## src/rtl/action_pkg.sv

```systemverilog
// action_pkg
// Shared definitions for the action display path: scheduler state encoding
// and the 3-bit action codes understood by the 7-segment action decoder
// (A = bit 2, B = bit 1, C = bit 0).
package action_pkg;

  typedef enum logic [1:0] {
    ST_IDLE = 2'b00,
    ST_SHOW = 2'b01,
    ST_GAP  = 2'b10
  } state_e;

  localparam logic [2:0] ACT_IDLE = 3'b000;
  localparam logic [2:0] ACT_1    = 3'b001;
  localparam logic [2:0] ACT_2    = 3'b010;
  localparam logic [2:0] ACT_3    = 3'b011;
  localparam logic [2:0] ACT_4    = 3'b100;
  localparam logic [2:0] ACT_5    = 3'b101;
  localparam logic [2:0] ACT_6    = 3'b110;
  localparam logic [2:0] ACT_7    = 3'b111;

  // Requester i owns action code i+1 (ACT_1 .. ACT_7).
  function automatic logic [2:0] act_for_req(input logic [2:0] idx);
    return idx + 3'd1;
  endfunction

endpackage

```

## src/rtl/rr_arbiter.sv

```systemverilog
// rr_arbiter
// Combinational round-robin pick: grants the first set request bit at or
// after ptr, wrapping modulo N_REQ.
// Ports:
//   req          - request vector, N_REQ bits
//   ptr          - search start index (always < N_REQ)
//   grant_onehot - one-hot grant, zero when nothing requested
//   grant_idx    - index of the granted requester
//   any          - at least one request present
module rr_arbiter #(
  parameter int unsigned N_REQ = 4,
  parameter int unsigned PTR_W = 2
) (
  input  logic [N_REQ-1:0] req,
  input  logic [PTR_W-1:0] ptr,
  output logic [N_REQ-1:0] grant_onehot,
  output logic [PTR_W-1:0] grant_idx,
  output logic             any
);

  logic [PTR_W-1:0] cand;

  always_comb begin
    grant_onehot = '0;
    grant_idx    = '0;
    any          = 1'b0;
    cand         = '0;
    for (int unsigned k = 0; k < N_REQ; k++) begin
      cand = PTR_W'((32'(ptr) + k) % N_REQ);
      if (!any && req[cand]) begin
        any       = 1'b1;
        grant_idx = cand;
      end
    end
    if (any) begin
      grant_onehot[grant_idx] = 1'b1;
    end
  end

endmodule

```

## src/rtl/action_scheduler.sv

```systemverilog
// action_scheduler
// Shares the toy dog's action display between up to seven requesters.
// One requester is granted at a time in round-robin order; its action code
// is shown for DWELL_CYCLES, followed by GAP_CYCLES of IDLE_CODE.
// Ports:
//   clk      - system clock, rising edge
//   rst_n    - asynchronous active-low reset
//   req      - level requests, held until acknowledged
//   abort    - cuts the current SHOW phase short
//   ack      - one-cycle one-hot pulse to the granted requester
//   act_code - action code to the 7-segment action decoder
//   busy     - high while in SHOW or GAP
//   done     - one-cycle pulse when a SHOW phase ends
//
// state   | meaning
// --------+--------------------------------------------------
// ST_IDLE | arbitrating; req sampled, IDLE_CODE shown
// ST_SHOW | grantee's code shown, counter runs down the dwell
// ST_GAP  | IDLE_CODE shown, counter runs down the gap
module action_scheduler
  import action_pkg::*;
#(
  parameter int unsigned N_REQ        = 4,
  parameter int unsigned DWELL_CYCLES = 50_000_000,
  parameter int unsigned GAP_CYCLES   = 5_000_000,
  parameter logic [2:0]  IDLE_CODE    = ACT_IDLE
) (
  input  logic             clk,
  input  logic             rst_n,
  input  logic [N_REQ-1:0] req,
  input  logic             abort,
  output logic [N_REQ-1:0] ack,
  output logic [2:0]       act_code,
  output logic             busy,
  output logic             done
);

  localparam int unsigned CNT_MAX = (DWELL_CYCLES > GAP_CYCLES) ? DWELL_CYCLES : GAP_CYCLES;
  localparam int unsigned CNT_W   = $clog2(CNT_MAX + 1);
  localparam int unsigned PTR_W   = (N_REQ > 1) ? $clog2(N_REQ) : 1;

  localparam logic [CNT_W-1:0] DWELL_LOAD = CNT_W'(DWELL_CYCLES - 1);
  localparam logic [CNT_W-1:0] GAP_LOAD   = (GAP_CYCLES == 0) ? '0 : CNT_W'(GAP_CYCLES - 1);

  state_e           state_q, state_d;
  logic [CNT_W-1:0] cnt_q, cnt_d;
  logic [PTR_W-1:0] ptr_q, ptr_d;
  logic [2:0]       act_q, act_d;
  logic [N_REQ-1:0] ack_q, ack_d;
  logic             busy_q, busy_d;
  logic             done_q, done_d;

  logic [N_REQ-1:0] grant_onehot;
  logic [PTR_W-1:0] grant_idx;
  logic             grant_any;

  rr_arbiter #(
    .N_REQ (N_REQ),
    .PTR_W (PTR_W)
  ) u_arb (
    .req          (req),
    .ptr          (ptr_q),
    .grant_onehot (grant_onehot),
    .grant_idx    (grant_idx),
    .any          (grant_any)
  );

  always_comb begin
    state_d = state_q;
    cnt_d   = cnt_q;
    ptr_d   = ptr_q;
    act_d   = act_q;
    ack_d   = '0;
    done_d  = 1'b0;

    unique case (state_q)
      ST_IDLE: begin
        act_d = IDLE_CODE;
        if (grant_any) begin
          state_d = ST_SHOW;
          cnt_d   = DWELL_LOAD;
          act_d   = act_for_req(3'(grant_idx));
          ack_d   = grant_onehot;
          ptr_d   = (32'(grant_idx) == N_REQ - 1) ? '0 : grant_idx + PTR_W'(1);
        end
      end
      ST_SHOW: begin
        // Expiry and abort on the same edge collapse into one exit.
        if (cnt_q == '0 || abort) begin
          done_d = 1'b1;
          act_d  = IDLE_CODE;
          if (GAP_CYCLES == 0) begin
            state_d = ST_IDLE;
            cnt_d   = '0;
          end else begin
            state_d = ST_GAP;
            cnt_d   = GAP_LOAD;
          end
        end else begin
          cnt_d = cnt_q - CNT_W'(1);
        end
      end
      ST_GAP: begin
        act_d = IDLE_CODE;
        if (cnt_q == '0) begin
          state_d = ST_IDLE;
        end else begin
          cnt_d = cnt_q - CNT_W'(1);
        end
      end
      default: begin
        state_d = ST_IDLE;
        cnt_d   = '0;
        act_d   = IDLE_CODE;
      end
    endcase

    busy_d = (state_d != ST_IDLE);
  end

  always_ff @(posedge clk or negedge rst_n) begin
    if (!rst_n) begin
      state_q <= ST_IDLE;
      cnt_q   <= '0;
      ptr_q   <= '0;
      act_q   <= IDLE_CODE;
      ack_q   <= '0;
      busy_q  <= 1'b0;
      done_q  <= 1'b0;
    end else begin
      state_q <= state_d;
      cnt_q   <= cnt_d;
      ptr_q   <= ptr_d;
      act_q   <= act_d;
      ack_q   <= ack_d;
      busy_q  <= busy_d;
      done_q  <= done_d;
    end
  end

  assign ack      = ack_q;
  assign act_code = act_q;
  assign busy     = busy_q;
  assign done     = done_q;

endmodule

```

## config.mk

```make
export PLATFORM = sky130hd
export DESIGN_NAME = action_scheduler
export DESIGN_NICKNAME = d
export VERILOG_FILES = /design/src/rtl/action_pkg.sv /design/src/rtl/rr_arbiter.sv /design/src/rtl/action_scheduler.sv
export SDC_FILE = /design/constraint.sdc
export NUM_CORES = 1
export LEC_CHECK = 0
export ABC_AREA = 1
export CELL_PAD_IN_SITES_DETAIL_PLACEMENT = 0
export CELL_PAD_IN_SITES_GLOBAL_PLACEMENT = 1
export CORE_MARGIN = 3
export CORE_UTILIZATION = 43
export DETAILED_ROUTE_END_ITERATION = 10
export PLACE_DENSITY = 0.76
export SYNTH_ARGS = -nofsm -noshare
export SYNTH_HDL_FRONTEND = slang
export SYNTH_SLANG_ARGS = --single-unit
```

## constraint.sdc

```tcl
create_clock -name clk -period 2.5 [get_ports clk]
set_input_delay 0.375 -clock clk [delete_from_list [all_inputs] [get_ports clk]]
set_output_delay 0.375 -clock clk [all_outputs]
set_load 0.05 [all_outputs]
```

======== Yosys cells after proc, flatten, opt, wreduce, memory -nomap -nowiden ========
Index checks and enable logic that the tools add are counted.
word-level totals
  register bits after elaboration ......... 39
  bits in read-only memories .............. 0
  latch bits .............................. 0
  output and inout port bits .............. 9
  logic and storage cells ................. 72
  memories ................................ 0
  bits in writable memories ............... 0
  bits of input ports ..................... 7
operators by class
  magnitude comparators ................... 6
  $add $sub $neg .......................... 6
  div/mod/pow operators ................... 0
  $mul .................................... 0
  reduce and logical (&&, ||, !) cells .... 13
  shift operators ......................... 0
  eq/ne operators ......................... 6
  bitwise gates (word level) .............. 0
  muxes and demuxes ....................... 34
operator list
  cell                                                  count
  two-way mux 26 bit                                    3
  case mux 26 bit (3 select lines)                      1
  zero test 26 bit                                      1
  subtractor 26 x 1 -> 26 bit (second input constant)   1
  two-way mux 2 bit                                     8
  < comparator 2 x 3 -> 1 bit (second input constant)   5
  two-way mux 1 bit                                     11
  binary-select mux 1 bit (select 2 bit)                4
  two-way mux 4 bit                                     2
  two-way mux 3 bit                                     2
  != test 2 bit (second input constant)                 3
  case mux 2 bit (3 select lines)                       1
  case mux 3 bit (2 select lines)                       1
  adder 2 x 1 -> 2 bit (second input constant)          2
  adder 2 bit (second input constant)                   2
  equality test 2 bit (second input constant)           2
  logical AND 1 bit                                     4
  AND reduction 2 bit                                   2
  adder 2 x 1 -> 3 bit (second input constant)          1
  zero test 1 bit                                       3
  demux 1 bit (select 2 bit)                            1
  equality test 2 x 1 -> 1 bit (second input constant)  1
  >= comparator 2 x 1 -> 1 bit (second input constant)  1
  zero test 2 bit                                       1
  2 further kinds                                       2

======== Logic depth before layout (Yosys ltp) ========
Gate-level depths: netlist of the first run.
  depth in word-level cells ............... 18
  gate-level depth with buffers ........... 14
  depth with buffers taken out ............ 13

======== Modules after synthesis ========
Synthesis of the first run repeated with hierarchy kept, for this count alone.
unflattened totals
  cell total of the unflattened synthesis .. 430
  area, all modules ....................... 2,860.2 um^2
modules (own cells, without submodules)
  module            area each (um^2)  instances  cells an instance
  action_scheduler  2,528.7           1          363
  rr_arbiter        331.6             1          67

======== Least setup slack after synthesis of the first run ========
OpenSTA, ideal clock, no wires.
  kind .................................... reg2reg
  from .................................... register ptr_q[0]
  to ...................................... register ptr_q[1]
  required time ........................... 2.373 ns
  path buffers ............................ 1
  stages on the path, launching flop included .. 13
  clock period less this slack ............ 1.797 ns
  arrival time ............................ 1.670 ns
  setup slack ............................. 0.703 ns
  cell sequence ........................... dfrtp_1 -> buf_6 -> o21ai_2 -> nand2_1 -> nand2_2 -> inv_1 -> a21oi_1 -> nand2_1 -> nand2_1 -> inv_1 -> ha_1 -> nand2_1 -> o21ai_0
between the ends
  cells in the longest elaborated chain, start to end .. 14
ends and longest elaborated chain
  item                                                           line                     RTL
  start: declaration                                             action_scheduler.sv:47   logic [PTR_W-1:0] ptr_q, ptr_d;
  start signal: assignment                                       action_scheduler.sv:133  ptr_q <= ptr_d;
  branches (longest 14 deep; another with adder 2 x 1 -> 2 bit)  --
Parallel ways; which one is timed is not known. The select of a mux whose other input is x is not followed.
A chain may end at the register's enable or synchronous reset.

======== Final worst setup path of the first run ========
Ends and elaborated chain as after synthesis.

==> results.ini, run 1 <==
[status]
outcome=finished, final reports clean

[pwr]
p_clk_frac=0.388
finalPower_mw=1.12
powerDensity_mw_per_mm2=359
max-vdd-ir-drop_mv=0.242
p_seq_frac=0.562
switching_share=0.246
p_int_mw=0.845
p_comb_frac=0.050
switching_power_mw=0.275
p_leak_nw=1.74

[die]
io_pins=16
die_area_sq_mm=0.00763
die_w_microns=87.4
core_area_sq_mm=0.00639
row_count=29
start_util=0.446
die_h_microns=87.4

[job]
cap_violations=0

[detailed_routing]
drtPass1Iterations=5
met3_length_microns=237
antenna_left=0
vias_per_cell=5.00
wirelength_microns=7270
drc=0
drt_iter0_markers=140
highest_layer=met4
wl_met1_microns=3660
via_count=2604
routedWlPerCell_microns=13.9
route.met2.wl_microns=3260

[logic_synthesis]
synth_seq_area_share=0.343
synth_seq_cells=39
syn_area_sq_mm=0.00285
synthCells=426
synth_nets=438
ys_types=29
syn_area_per_cell_sq_um=6.68
yosysWarnings=0

[global_routing]
overflow=0
grt_pass1_vias=2524
gr-usage-all-layers=0.210
grt_max_degree=40
grt_pass1_wl_microns=12500
antenna_found_initial=0

[cells_and_area]
antenna_cells=0
drive_gt1_frac=0.0991
final_area_sq_mm=0.00312
nets=455
area_delta_synth_final_pct=9.49
final_cells=521
fillers=683

[timing]
fmax_mhz=456
skew_ns=0.00407
worstMarginPinSlew_ns=0.936
min_period_ns=2.19
tns_ns=0
hold_viol=0
drv_slew=0
maxSlewHeadroom=0.376
finalSetupViolCount=0
fin_crit_sh=0.876
rsz0062_at_grt=no

[worst_setup_path]
start_kind=flop
rr_endpoint=ptr_q[1]
r2r-start=ptr_q[0]
crit_path_end=ptr_q[1]
cp_max_fo=11
crit_path_start=ptr_q[0]
crit_type=reg -> reg
reg2reg_depth=11
worstPathRequired_ns=2.68
cp.arrival_ns=2.37
ff2ff_setup_slack_ns=0.31
critPathCaptureType=flop

[placed_design]
place_hpwl_microns=5280
place_inst=513
post_dp_cell_area_sq_mm=0.00304
gp_congestion=0.824
port_buffers=15

[clock_tree]
numCtsBuffers=5
insertion_delay_ns=0.29
htree_levels=2
post_cts_buffers=0
max-clock-path-buffers=2
clkSinkCount=39
cts_tree=built
cts-resized-gates=0
cts_root_buf=clkbuf_8
clk_pin_slew_ns=0.08
ctsHoldBuffers=0

[hold_path]
hold_class=in -> async

cells in the mapped netlist:
cell / count / share of area
nor2_4: 2 / 0.0079
dfrtp_1: 39 / 0.34
o211ai_1: 1 / 0.0026
xor2_1: 8 / 0.025
a21boi_0: 1 / 0.0026
nand2_2: 15 / 0.033
nand4_4: 1 / 0.0075
nand2_8: 1 / 0.0070
o21ai_1: 1 / 0.0018
nor3_1: 3 / 0.0053
nand4_1: 13 / 0.029
inv_2: 3 / 0.0040
inv_1: 42 / 0.055
ha_1: 5 / 0.022
nand3b_1: 3 / 0.0079
nor2_8: 2 / 0.014
nand3_1: 35 / 0.062
clkbuf_1: 1 / 0.0013
xnor2_1: 2 / 0.0062
nand2_1: 165 / 0.22
o21ai_2: 4 / 0.012
buf_6: 3 / 0.012
nor2_1: 53 / 0.070
buf_2: 2 / 0.0035
nor2_2: 5 / 0.011
nand2_4: 2 / 0.0079
a21oi_1: 2 / 0.0035
o21ai_0: 11 / 0.019
buf_12: 1 / 0.0070
cell type report:
type                    instances  area, sq um  area share
clock buffers                   7         76.3      0.0245
repair buffers                 17          160      0.0514
flip-flops and latches         39          976       0.313
multi-input cells             335         1630       0.524
clock inverters                 1         5.00     0.00161
inverters                      45          169      0.0542
well taps                      77         96.3      0.0309
cell families after synthesis:
| kind of cell | after synthesis | synth area share |
|---|---|---|
| buffers and inverters | 52 | 0.0831 |
| and+or+nand+nor | 300 | 0.479 |
| AOI/OAI and AO/OA | 20 | 0.0422 |
| DFF | 39 | 0.343 |
| adders and majority gates | 5 | 0.0220 |
| xor gates and xnor gates | 10 | 0.0308 |
registers in the layout, summed over array words and instances, names as in the netlist:
register and count:
ack 4, act_code 3, busy 1, cnt_q 26, done 1, ptr_q 2, state_q 2
worst min path at each step:
stage / from / end / depth (start not counted)
after floorplan: rst_n / ack[0] / 0
after global placement: act_code[0] / act_code[0] / 2
after detailed placement: act_code[0] / act_code[0] / 2
after CTS: rst_n / cnt_q[0] / 1
after global routing: rst_n / busy / 1
final: rst_n / busy / 1
cell usage in the layout (no fill, tap or decap):
master           Yosys  layout
a21boi_0             1       1
a21oi_1              2       2
buf_2                2       1
buf_4                0       2
clkbuf_1             1       2
clkbuf_8             0       5
clkdlybuf4s50_1      0      14
clkinv_2             0       1
dfrtp_1             39      39
ha_1                 5       5
inv_1               42      42
inv_2                3       3
nand2_1            165     165
nand2_2             15      15
nand2_4              2       2
nand2_8              1       1
nand3_1             35      35
nand3b_1             3       3
nand4_1             13      13
nand4_4              1       1
nor2_1              53      53
nor2_2               5       5
nor2_4               2       2
nor2_8               2       2
nor3_1               3       3
o211ai_1             1       1
o21ai_0             11      11
o21ai_1              1       1
o21ai_2              4       4
xnor2_1              2       2
xor2_1               8       8
power groups by stage:
stage	clock (mW)	combinational [mW]	sequential [mW]
finish	0.434	0.0556	0.630
global placement	0	0.0567	0.643
global route	0.472	0.0642	0.630
floorplan	0	0.0289	0.643
CTS	0.451	0.0575	0.630
detailed placement	0	0.0572	0.643
stage by stage:
step / hold slack [ns] / setup slack (ns) / utilization
6_report: 0.205 / 0.309 / 0.488
3_3_place_gp: 0.466 / 0.232 / 0.475
3_5_place_dp: 0.472 / 0.194 / 0.475
5_1_grt: 0.290 / 0.0236 / 0.488
2_1_floorplan: 0.0794 / 0.703 / -
4_1_cts: 0.251 / 0.294 / 0.488
routing by layer:
metal / track usage / vias up
met1: 0.287 / 1185
met5: 0 / -
met2: 0.341 / 47
met4: 0.0683 / 0
met3: 0.0303 / 11
li1: - / 1361
critical path: stages, from the launching register on:
cell      delay [ns]
dfrtp_1         0.58
inv_1           0.18
nand2_1         0.14
nand2_4         0.08
o21ai_2         0.24
nand3b_1        0.17
nand2_1         0.05
nand2_1         0.12
inv_1           0.08
ha_1            0.29
nand2_1         0.08
o21ai_0         0.08
No activity file was read; power rests on OpenSTA's default activity.
==> run 2, diff against run 1 <==
- CORE_MARGIN: 3 -> 2
==> run 2 against run 1 <==
Net effect:
- maximum frequency down 1.6%
- cell area unchanged
- power down 0.76%
- via count about the same
- sequential share of layout area unchanged
- worst setup slack worse by 0.035 ns
- critical endpoint is now cnt_q[13]
- highest routed layer unchanged
==> results.ini, run 2 (synthesis gave the netlist of run 1 again) <==
[status]
outcome=finished, final reports clean

[placed_design]
place_inst=513
place_hpwl_microns=5170
port_buffers=15
gp_congestion=0.847

[die]
core_area_sq_mm=0.00639
die_area_sq_mm=0.00729
row_count=29
die_w_microns=85.4
die_h_microns=85.4
start_util=0.446
io_pins=16

[timing]
tns_ns=0
fmax_mhz=449
hold_ws_ns=0.221
drv_slew=0
hold_viol=0
rsz0062_at_grt=no
skew_ns=0.00581
worstMarginPinSlew_ns=0.957
fin_crit_sh=0.890
finalSetupViolCount=0
min_period_ns=2.23
maxSlewHeadroom=0.362

[cells_and_area]
nets=455
regMostFlops=cnt_q
area_delta_synth_final_pct=9.49
layout_commonest_cell=nand2_1
final_cells=521
drive_gt1_frac=0.0991
antenna_cells=0
final_cell_mix=nand2_1 (165), nor2_1 (53), inv_1 (42)
largest_reg_flops=26

[global_routing]
grt_pass1_vias=2501
antenna_found_initial=0
use_met2=0.352
overflow=0
grtUsageMet3=0.0360
grt_most_used_layer=met2
grt_pass1_wl_microns=12400
grt_max_degree=40
gr-usage-all-layers=0.217
use_met1=0.302

[detailed_routing]
routedWlPerCell_microns=13.8
drc=0
drt_iter0_markers=202
wirelength_microns=7210
antenna_left=0
vias_per_cell=5.00
drtPass1Iterations=4
via_count=2606

[worst_setup_path]
cp_max_fo=21
cp.arrival_ns=2.42
critPathCaptureType=flop
reg2reg_depth=14
crit_type=reg -> reg
worstPathRequired_ns=2.69
start_kind=flop

[pwr]
powerDensity_mw_per_mm2=357
p_leak_nw=1.74
max-vdd-ir-drop_mv=0.196

[hold_path]
hold_class=in -> async

[clock_tree]
cts-resized-gates=0
max-clock-path-buffers=2
cts_tree=built
clkSinkCount=39
clk_pin_slew_ns=0.08
numCtsBuffers=5
cts_root_buf=clkbuf_8
post_cts_buffers=0
htree_levels=2
ctsHoldBuffers=0
insertion_delay_ns=0.30

[job]
cap_violations=0

## run 2: cell counts in the layout (fill, tap and decap cells not counted)
No cell type changed its count.
## run 2: worst paths after layout
path	startpoint	to	slack [ns]
setup reg to reg	cnt_q[0]	cnt_q[13]	0.27
setup / recovery	cnt_q[0]	cnt_q[13]	0.27
min in group clk	act_code[1]	act_code[1]	0.49
hold reg to reg	act_code[1]	act_code[1]	0.49
hold / removal	rst_n	busy	0.22
max in group asynchronous	rst_n	state_q[0]	1.68
## run 2: through the flow
| stage | power, mW | area [sq um] | setup WS (ns) | utilization |
|---|---|---|---|---|
| after CTS | 1.13 | 3120 | 0.291 | 0.488 |
| after global routing | 1.17 | 3120 | 0.0622 | 0.488 |
| after global placement | 0.699 | 3040 | 0.240 | 0.475 |
| after floorplan | 0.672 | 2850 | 0.703 | - |
| final | 1.11 | 3120 | 0.274 | 0.488 |
| after detailed placement | 0.700 | 3040 | 0.188 | 0.475 |
## run 2: critical path, cell delays in order, from the launching register on
cell and delay, ns:
dfrtp_1 0.40, inv_1 0.14, ha_1 0.31, nand2_1 0.11, nor2_1 0.16, nand2_1 0.08, nor2_1 0.17, nand2_1 0.13
nand2_1 0.08, nand2_1 0.04, buf_4 0.21, nand3_1 0.10, nand2_1 0.05, nand2_1 0.08, nand2_1 0.04
## run 2: per-layer routing
metal | vias to the layer above | share of wire
li1 | 1364 | -
met1 | 1191 | 0.50
met2 | 41 | 0.45
met3 | 10 | 0.038
met4 | 0 | 0.013
met5 | - | 0
## run 2: power by group
part / leakage, nW / switching, mW / internal [mW]
clock: 0.0422 / 0.229 / 0.196
sequential: 0.499 / 0 / 0.630
combinational: 1.20 / 0.0374 / 0.0185
total: 1.74 / 0.267 / 0.845
## run 2: area by class of cell
class	count	area [sq um]
Clock buffer	7	76.3
Clock inverter	1	5.00
Fill cell	689	3270
Inverter	45	169
Multi-Input combinational cell	335	1630
Sequential cell	39	976
Tap cell	77	96.3
Timing Repair Buffer	17	160
==> run 3, diff against run 2 <==
- SLEW_MARGIN: default -> 20
- TNS_END_PERCENT: default -> 10
==> results of run 3 <==
Same layout as run 2: the final DEF is identical, and so are final timing and power.
